### src/rtl/m_wbio_ctrl.sv
// Wishbone classic IO-bus controller: decodes one-hot slave selects inside the IO region,
// strobes the selected slaves, gathers their ACKs and ends dead or unmapped accesses with an error ACK.
module m_wbio_ctrl #(
  parameter int         NSLV     = 4,
  parameter logic [4:0] IOREGION = 5'b01100,
  parameter int         TIMEOUT  = 255
) (
  input  logic                 CLK_I,
  input  logic                 RST_N,
  input  logic                 m_CYC_I,
  input  logic                 m_STB_I,
  input  logic                 m_WE_I,
  input  logic [31:0]          m_ADR_I,
  input  logic [31:0]          m_DAT_I,
  input  logic [3:0]           m_SEL_I,
  output logic [31:0]          m_DAT_O,
  output logic                 m_ACK_O,
  output logic [NSLV-1:0]      s_STB_O,
  output logic                 s_WE_O,
  output logic [31:0]          s_ADR_O,
  output logic [31:0]          s_DAT_O,
  output logic [3:0]           s_SEL_O,
  input  logic [NSLV*32-1:0]   s_DAT_I,
  input  logic [NSLV-1:0]      s_ACK_I,
  output logic                 err_o,
  output logic [31:0]          err_adr_o
);

  localparam int CW = 12;
  localparam logic [CW-1:0] CNT_LAST = CW'(TIMEOUT - 1);
  localparam logic [CW-1:0] CNT_MAX  = '1;

  typedef enum logic [1:0] {IDLE, BUSY, DONE, ERR} state_t;

  state_t          state, state_nxt;
  logic [NSLV-1:0] pending, pending_nxt;
  logic [NSLV-1:0] stb_nxt;
  logic [NSLV-1:0] mask, low_mask, busy_left;
  logic [CW-1:0]   count, count_nxt;
  logic            armed, armed_nxt;
  logic            ack_nxt, err_nxt, latch;
  logic [31:0]     dat_nxt, err_adr_nxt, rd_data;

  // A read's pending vector is one-hot, so it selects the returning slave directly.
  always_comb begin
    mask = '0;
    if (m_ADR_I[31:27] == IOREGION) mask = m_ADR_I[NSLV+1:2];
    low_mask  = mask & (~mask + NSLV'(1));
    busy_left = pending & ~s_ACK_I;
    rd_data   = '0;
    for (int k = 0; k < NSLV; k++) begin
      if (pending[k]) rd_data = s_DAT_I[32*k +: 32];
    end
  end

  always_comb begin
    state_nxt   = state;
    pending_nxt = pending;
    stb_nxt     = s_STB_O;
    count_nxt   = count;
    ack_nxt     = 1'b0;
    err_nxt     = 1'b0;
    dat_nxt     = m_DAT_O;
    err_adr_nxt = err_adr_o;
    latch       = 1'b0;
    case (state)
      IDLE: begin
        if (m_CYC_I && m_STB_I && armed) begin
          latch     = 1'b1;
          count_nxt = '0;
          if (mask == '0) begin
            state_nxt   = ERR;
            ack_nxt     = 1'b1;
            err_nxt     = 1'b1;
            dat_nxt     = '0;
            err_adr_nxt = m_ADR_I;
            pending_nxt = '0;
            stb_nxt     = '0;
          end else begin
            state_nxt   = BUSY;
            pending_nxt = m_WE_I ? mask : low_mask;
            stb_nxt     = m_WE_I ? mask : low_mask;
          end
        end
      end
      BUSY: begin
        if (!m_CYC_I) begin
          state_nxt   = IDLE;
          pending_nxt = '0;
          stb_nxt     = '0;
        end else begin
          pending_nxt = busy_left;
          stb_nxt     = busy_left;
          if (!s_WE_O && ((pending & s_ACK_I) != '0)) dat_nxt = rd_data;
          // A final ACK arriving together with the timeout still completes normally.
          if (busy_left == '0) begin
            state_nxt = DONE;
            ack_nxt   = 1'b1;
          end else if (count == CNT_LAST) begin
            state_nxt   = ERR;
            ack_nxt     = 1'b1;
            err_nxt     = 1'b1;
            dat_nxt     = '0;
            err_adr_nxt = s_ADR_O;
            pending_nxt = '0;
            stb_nxt     = '0;
          end else if (count != CNT_MAX) begin
            count_nxt = count + 1'b1;
          end
        end
      end
      DONE, ERR: begin
        state_nxt   = IDLE;
        pending_nxt = '0;
        stb_nxt     = '0;
      end
      default: state_nxt = IDLE;
    endcase
    // A strobe still held during the ACK cycle must not launch a second access.
    armed_nxt = armed;
    if (m_ACK_O)       armed_nxt = 1'b0;
    else if (!m_STB_I) armed_nxt = 1'b1;
  end

  always_ff @(posedge CLK_I or negedge RST_N) begin
    if (!RST_N) begin
      state     <= IDLE;
      pending   <= '0;
      count     <= '0;
      armed     <= 1'b0;
      s_STB_O   <= '0;
      m_ACK_O   <= 1'b0;
      err_o     <= 1'b0;
      m_DAT_O   <= '0;
      err_adr_o <= '0;
      s_WE_O    <= 1'b0;
      s_ADR_O   <= '0;
      s_DAT_O   <= '0;
      s_SEL_O   <= '0;
    end else begin
      state     <= state_nxt;
      pending   <= pending_nxt;
      count     <= count_nxt;
      armed     <= armed_nxt;
      s_STB_O   <= stb_nxt;
      m_ACK_O   <= ack_nxt;
      err_o     <= err_nxt;
      m_DAT_O   <= dat_nxt;
      err_adr_o <= err_adr_nxt;
      if (latch) begin
        s_WE_O  <= m_WE_I;
        s_ADR_O <= m_ADR_I;
        s_DAT_O <= m_DAT_I;
        s_SEL_O <= m_SEL_I;
      end
    end
  end

endmodule
### config.mk
export PLATFORM = sky130hd
export DESIGN_NAME = m_wbio_ctrl
export DESIGN_NICKNAME = d
export VERILOG_FILES = /design/src/rtl/m_wbio_ctrl.sv
export SDC_FILE = /design/constraint.sdc
export NUM_CORES = 1
export LEC_CHECK = 0
export ABC_AREA = 1
export CAP_MARGIN = 40
export CORE_MARGIN = 2
export CORE_UTILIZATION = 35
export CTS_CLUSTER_DIAMETER = 60
export DETAILED_ROUTE_END_ITERATION = 6
export PLACE_DENSITY = 0.69
export SYNTH_ARGS = -nofsm -noshare
export SYNTH_HDL_FRONTEND = slang
export SYNTH_SLANG_ARGS = --single-unit
### constraint.sdc
create_clock -name CLK_I -period 1.53 [get_ports CLK_I]
set_input_delay 0.306 -clock CLK_I [delete_from_list [all_inputs] [get_ports CLK_I]]
set_output_delay 0.306 -clock CLK_I [all_outputs]
set_load 0.05 [all_outputs]
After elaboration in Yosys (flattened, before gate mapping)
Index checks and enable logic that the tools add are counted.
- add/subtract/negate cells: 2
- equality and inequality tests: 15
- mux-type cells: 50
- bitwise logic cells: 5
- reduce and logical (&&, ||, !) cells: 14
- operators with widths (cell ; number):
    2-to-1 mux 32 bit ; 15
    one-hot mux 32 bit (2 select lines) ; 2
    2-to-1 mux 12 bit ; 5
    2-to-1 mux 4 bit ; 7
    one-hot mux 12 bit (2 select lines) ; 1
    != test 2 bit, second input constant ; 7
    adder 12 x 1 -> 12 bit, second input constant ; 1
    bitwise AND 4 bit ; 3
    == test 12 x 8 -> 1 bit, second input constant ; 1
    != test 12 bit, second input constant ; 1
    one-hot mux 4 bit (3 select lines) ; 1
    AND reduction 6 bit ; 2
    2-to-1 mux 1 bit ; 11
    2-to-1 mux 2 bit ; 5
    logical NOT 4 bit ; 2
    inverter 4 bit ; 2
    one-hot mux 2 bit (3 select lines) ; 1
    == test 5 x 4 -> 1 bit, second input constant ; 1
    adder 4 x 1 -> 4 bit, second input constant ; 1
    == test 2 bit, second input constant ; 2
    != test 4 bit, second input constant ; 1
    one-hot mux 1 bit (2 select lines) ; 2
    AND reduction 4 bit ; 1
    nonzero test 4 bit ; 1
    8 further kinds ; 10
- bits in registers: 154
- bits of input ports: 205
- output and inout port bits: 139
- word-level logic and storage cells: 98

Longest topological paths before layout
- depth after elaboration: 9
- gate-level depth with buffers: 11
- depth with buffers taken out: 11

Least setup slack after synthesis
No wires, ideal clock.
- path kind: flip-flop to flip-flop
- start: register pending[1]
- end: register err_adr_o[12]
- setup time: 0.120 ns
- arrival: 1.659 ns
- data required time: 1.410 ns
- slack: -0.249 ns
- cell stages (with the launch flop): 11
- path buffers: 3
- clock period less this slack: 1.779 ns
- cell sequence: dfrtp_1 -> buf_2 -> nand2_1 -> nand2_1 -> nor2_2 -> o21ai_2 -> nand3_2 -> buf_6 -> buf_6 -> nand2_1 -> o21ai_2
- longest elaborated chain between the ends: 4
- RTL lines (element ; line ; text):
    from (decl) ; 36 ; logic [NSLV-1:0] pending, pending_nxt;
    from (signal assigned) ; 142 ; pending <= pending_nxt;
    bitwise AND 4 bit ; 49 ; busy_left = pending & ~s_ACK_I;
    logical NOT 4 bit ; 96 ; if (busy_left == '0) begin
    != test 2 bit (no line) ; - ;
    AND reduction 6 bit (no line) ; - ;
    to (signal assigned) ; 149 ; err_adr_o <= err_adr_nxt;
    to (decl) ; 26 ; output logic [31:0] err_adr_o
Every way passes these cells.
A chain may end at the register's enable or synchronous reset.

Worst setup path after layout
- start: register state[0]
- end: register err_adr_o[24]
- longest elaborated chain between the ends: 3
- elaborated cells between the ends (all ways): 10
- those cells by class: eq/ne (6); mux (1); reduce/logical (3)
- RTL lines (element ; line ; text):
    from (decl) ; 35 ; state_t state, state_nxt;
    from (signal assigned) ; 141 ; state <= state_nxt;
    == test 2 x 1 -> 1 bit / logical NOT 2 bit (equally long branches) ; 66 ; case (state)
    != test 2 bit (no line) / nonzero test 2 bit (equally long branches) ; - ;
    AND reduction 6 bit (no line) ; - ;
Several ways; a longest one is shown, not always the timed one.

==> summary.txt <==
STA
  – FMAX: 587 MHz
  – Least-Margin Pin Slew: 0.353 ns
  – Final worst slack: -0.174 ns
  – Final hold viol count: 0
  – Final-report setup violation count: 114
  – RSZ-0062 raised after global routing: yes
  – Slew HR: 76.3%
  – Max-slew violations: 0
  – Post-route setup TNS: -9.31 ns
  – Minimum clock period: 1.70 ns
  – Clock Skew: 0.0143 ns
  – Period utilization: 111%

Floorplan
  – Die area: 0.0262 mm²
  – Core area: 0.0244 mm²
  – Initial Utilization: 35.7%
  – Die H: 162 µm
  – FP Rows: 57
  – Ports: 344
  – Die width: 162 µm

Worst setup path
  – Largest stage delay on the critical path: 0.40 ns
  – CP required: 1.84 ns
  – Critical path arrival: 2.01 ns
  – R2R setup slack: -0.17 ns
  – Slowest CP cell: dfrtp_1
  – Crit. End Element: flip-flop
  – Worst path cell trace: inv_2, nor2_4, nand2_2, nand2_4, buf_4, nand3_4, buf_6, buf_12, nand2_1, o21ai_1
  – Crit Path Max Fanout: 8
  – Crit path launch type: flip-flop
  – Setup CP Type: reg2reg

Logic synthesis
  – Yosys top cell area share: 44.2%
  – Post-synth ARST share: 100%
  – Register area share after synthesis: 44.2%
  – Syn Nets: 1350
  – Flops & latches, synth: 154
  – Area leader, netlist: dfrtp_1
  – Main area contributors after synthesis: dfrtp_1 44%, nand2_1 13%, inv_1 7.6%
  – Synthesis Warnings: 0
  – Post-synth EDFFs: 0
  – Netlist cell types: 36
  – Post-Syn Instances: 1143
  – Mapped Area: 0.00871 mm²
  – Mean Syn Cell Area: 7.62 µm²
  – Leading register cell type out of synthesis: dfrtp_1

Detailed routing
  – Starting DRT DRC Count: 468
  – Pre-antenna DRT Iters: 5
  – DRT antenna net count: 0
  – Via Count: 8934
  – DRC: 0
  – Drt wl/cell: 16.4 µm
  – Vias/cell: 4.70
  – DRT Wirelength: 31.2 mm

Clock network
  – Clock sinks: 154
  – CTS clk-pin slew, worst paths: 0.07 ns
  – Clock Latency Late Sink: 0.43 ns
  – Max Buffers Root-to-Sink: 2
  – TritonCTS clock tree: built
  – H-tree Lvls: 4
  – Root Buffer: clkbuf_16
  – Clock buffer count from CTS: 17

Global routing
  – Gr usage total: 22.9%
  – First-pass GRT wire length: 47.3 mm
  – Number of global-route vias before repair: 9040
  – Antenna violations before repair: 3
  – Total global routing overflow: 0
  – Pin count of the biggest net entering global routing: 56

Layout
  – Final Util: 65.8%
  – Area Overhead vs Synth: 84.3%
  – Layout cells sized above 1: 30.9%
  – Fin nets: 1770
  – Final std cells w/o fill: 1902
  – # fillers: 1868

Pwr
  – Comb pwr share: 65.7%
  – PwrDens: 2270 mW/mm²
  – Pwr Total: 36.5 mW
  – P_sw: 16.8 mW
  – Seq pwr share: 21.7%
  – Peak VDD IR: 1720 µV
  – Power Internal: 19.7 mW
  – Switching Share: 46.1%
  – Lkg Pwr: 7.70 nW
  – Clock Power Share: 12.6%

Hold path
  – Hold Crit Class: in2async

Placement
  – GPL Wtd Cong: 0.858
  – Post-Place Cells: 1832
  – Buffers added on ports: 343
  – Final HPWL DP: 21.5 mm

Outcome
  – Failing checks: negative setup slack
  – Status: complete, but fails checks

Job
  – Max-Cap Viols: 0
[cell type report]
type / instances / area (µm²) / share of cell area, %
clock buffer: 18 / 429 / 2.67
inverter: 183 / 694 / 4.33
timing repair buffer: 460 / 6280 / 39.1
tap: 324 / 405 / 2.53
multi-input combinational: 747 / 4170 / 26.0
antenna: 2 / 5.00 / 0.0312
sequential: 154 / 3860 / 24.1
clock inverter: 14 / 201 / 1.26
[critical path: cells and delay by family (launching register included)]
kind | cells | cell delay [ns]
AOI/OAI and AO/OA | 1 | 0.07
DFF | 1 | 0.40
buffers and inverters | 4 | 0.49
and+or+nand+nor | 5 | 0.62
[path summary, 6_finish.rpt]
kind                        startpoint       endpoint  cells after the start
max in group asynchronous        RST_N    s_DAT_O[21]                      3
setup reg to reg              state[0]  err_adr_o[24]                     10
min in group CLK_I         m_ADR_I[17]    s_ADR_O[17]                      3
hold / removal                   RST_N    m_DAT_O[30]                      2
setup / recovery              state[0]  err_adr_o[24]                     10
hold reg to reg                m_ACK_O          armed                      1
[through the flow]
step	hold slack, ns	setup slack, ns	area, µm²
floorplan	0.0104	-0.0530	8750
global placement	0.225	-0.426	14400
detailed placement	0.224	-0.479	14400
CTS	0.357	-0.130	15600
global route	0.370	-0.281	16000
finish	0.346	-0.174	16000
[per-layer routing]
layer  global-route usage [%]  wire length (µm)  vias to the layer above
met5                        0                12                        -
met3                     9.50              3180                       31
met4                     6.23               515                        2
met1                     26.8             12300                     4186
li1                         -                 -                     4406
met2                     38.9             15200                      309
[sequential cells by signal, summed over array words and instances, names as in the netlist]
name       count
m_DAT_O       32
err_adr_o     32
s_DAT_O       32
armed          1
s_WE_O         1
err_o          1
s_SEL_O        4
state          2
m_ACK_O        1
s_ADR_O       32
pending        4
count         12
[placed cells by master (no fill, tap or decap), types with 7 or more instances in the layout]
master | netlist | routed
a21oi_1 | 54 | 38
a21oi_2 | 0 | 16
buf_12 | 1 | 160
buf_4 | 1 | 72
buf_6 | 14 | 8
clkbuf_16 | 0 | 24
clkdlybuf4s50_1 | 0 | 203
dfrtp_1 | 154 | 148
inv_1 | 177 | 173
inv_2 | 5 | 7
mux2_2 | 36 | 35
nand2_1 | 297 | 249
nand2_2 | 15 | 51
nand2_4 | 3 | 15
nand3_1 | 75 | 72
nor2_1 | 76 | 70
nor2_2 | 4 | 9
nor3_1 | 27 | 27
o21ai_0 | 68 | 56
o21ai_1 | 11 | 20
o21ai_2 | 25 | 28
or2_0 | 13 | 13
or2_2 | 10 | 10
xor2_1 | 8 | 8
[power groups by stage]
stage	clock network, mW	registers, mW	logic [mW]
after CTS	4.68	7.91	23.2
after floorplan	0	12.7	6.19
after global routing	4.83	8.17	25.4
after detailed placement	0	7.89	22.1
final	4.59	7.93	24.0
after global placement	0	7.83	21.8
[cells in the mapped netlist (13+ instances only)]
cell type	count
nor3_1	27
dfrtp_1	154
o21ai_0	68
inv_1	177
buf_2	20
nor2_1	76
nand2_2	15
a21oi_1	54
nand2_1	297
o21ai_2	25
mux2_2	36
clkbuf_1	22
nand3_1	75
or2_0	13
buf_6	14
[timing repair]
item / 4_1_cts / 5_1_grt
gates cloned: 8 / 7
buffers inserted: 14 / 6
hold buffers: 1 / 0
setup endpoints to repair: 76 / 102
resized for setup: 65 / 79
pin swaps: 6 / 22
endpoints found under the hold margin: 25 / 0
[logic make-up after synthesis]
| kind of cell | count (synthesis) | synth area share, % |
|---|---|---|
| and+or+nand+nor | 534 | 27.0 |
| adders and majority gates | 2 | 0.287 |
| AOI/OAI and AO/OA | 165 | 10.8 |
| DFF | 154 | 44.2 |
| muxes | 36 | 4.65 |
| xor gates and xnor gates | 8 | 0.805 |
| buffers and inverters | 244 | 12.2 |
Note: power is estimated with default switching activity, not from simulation.
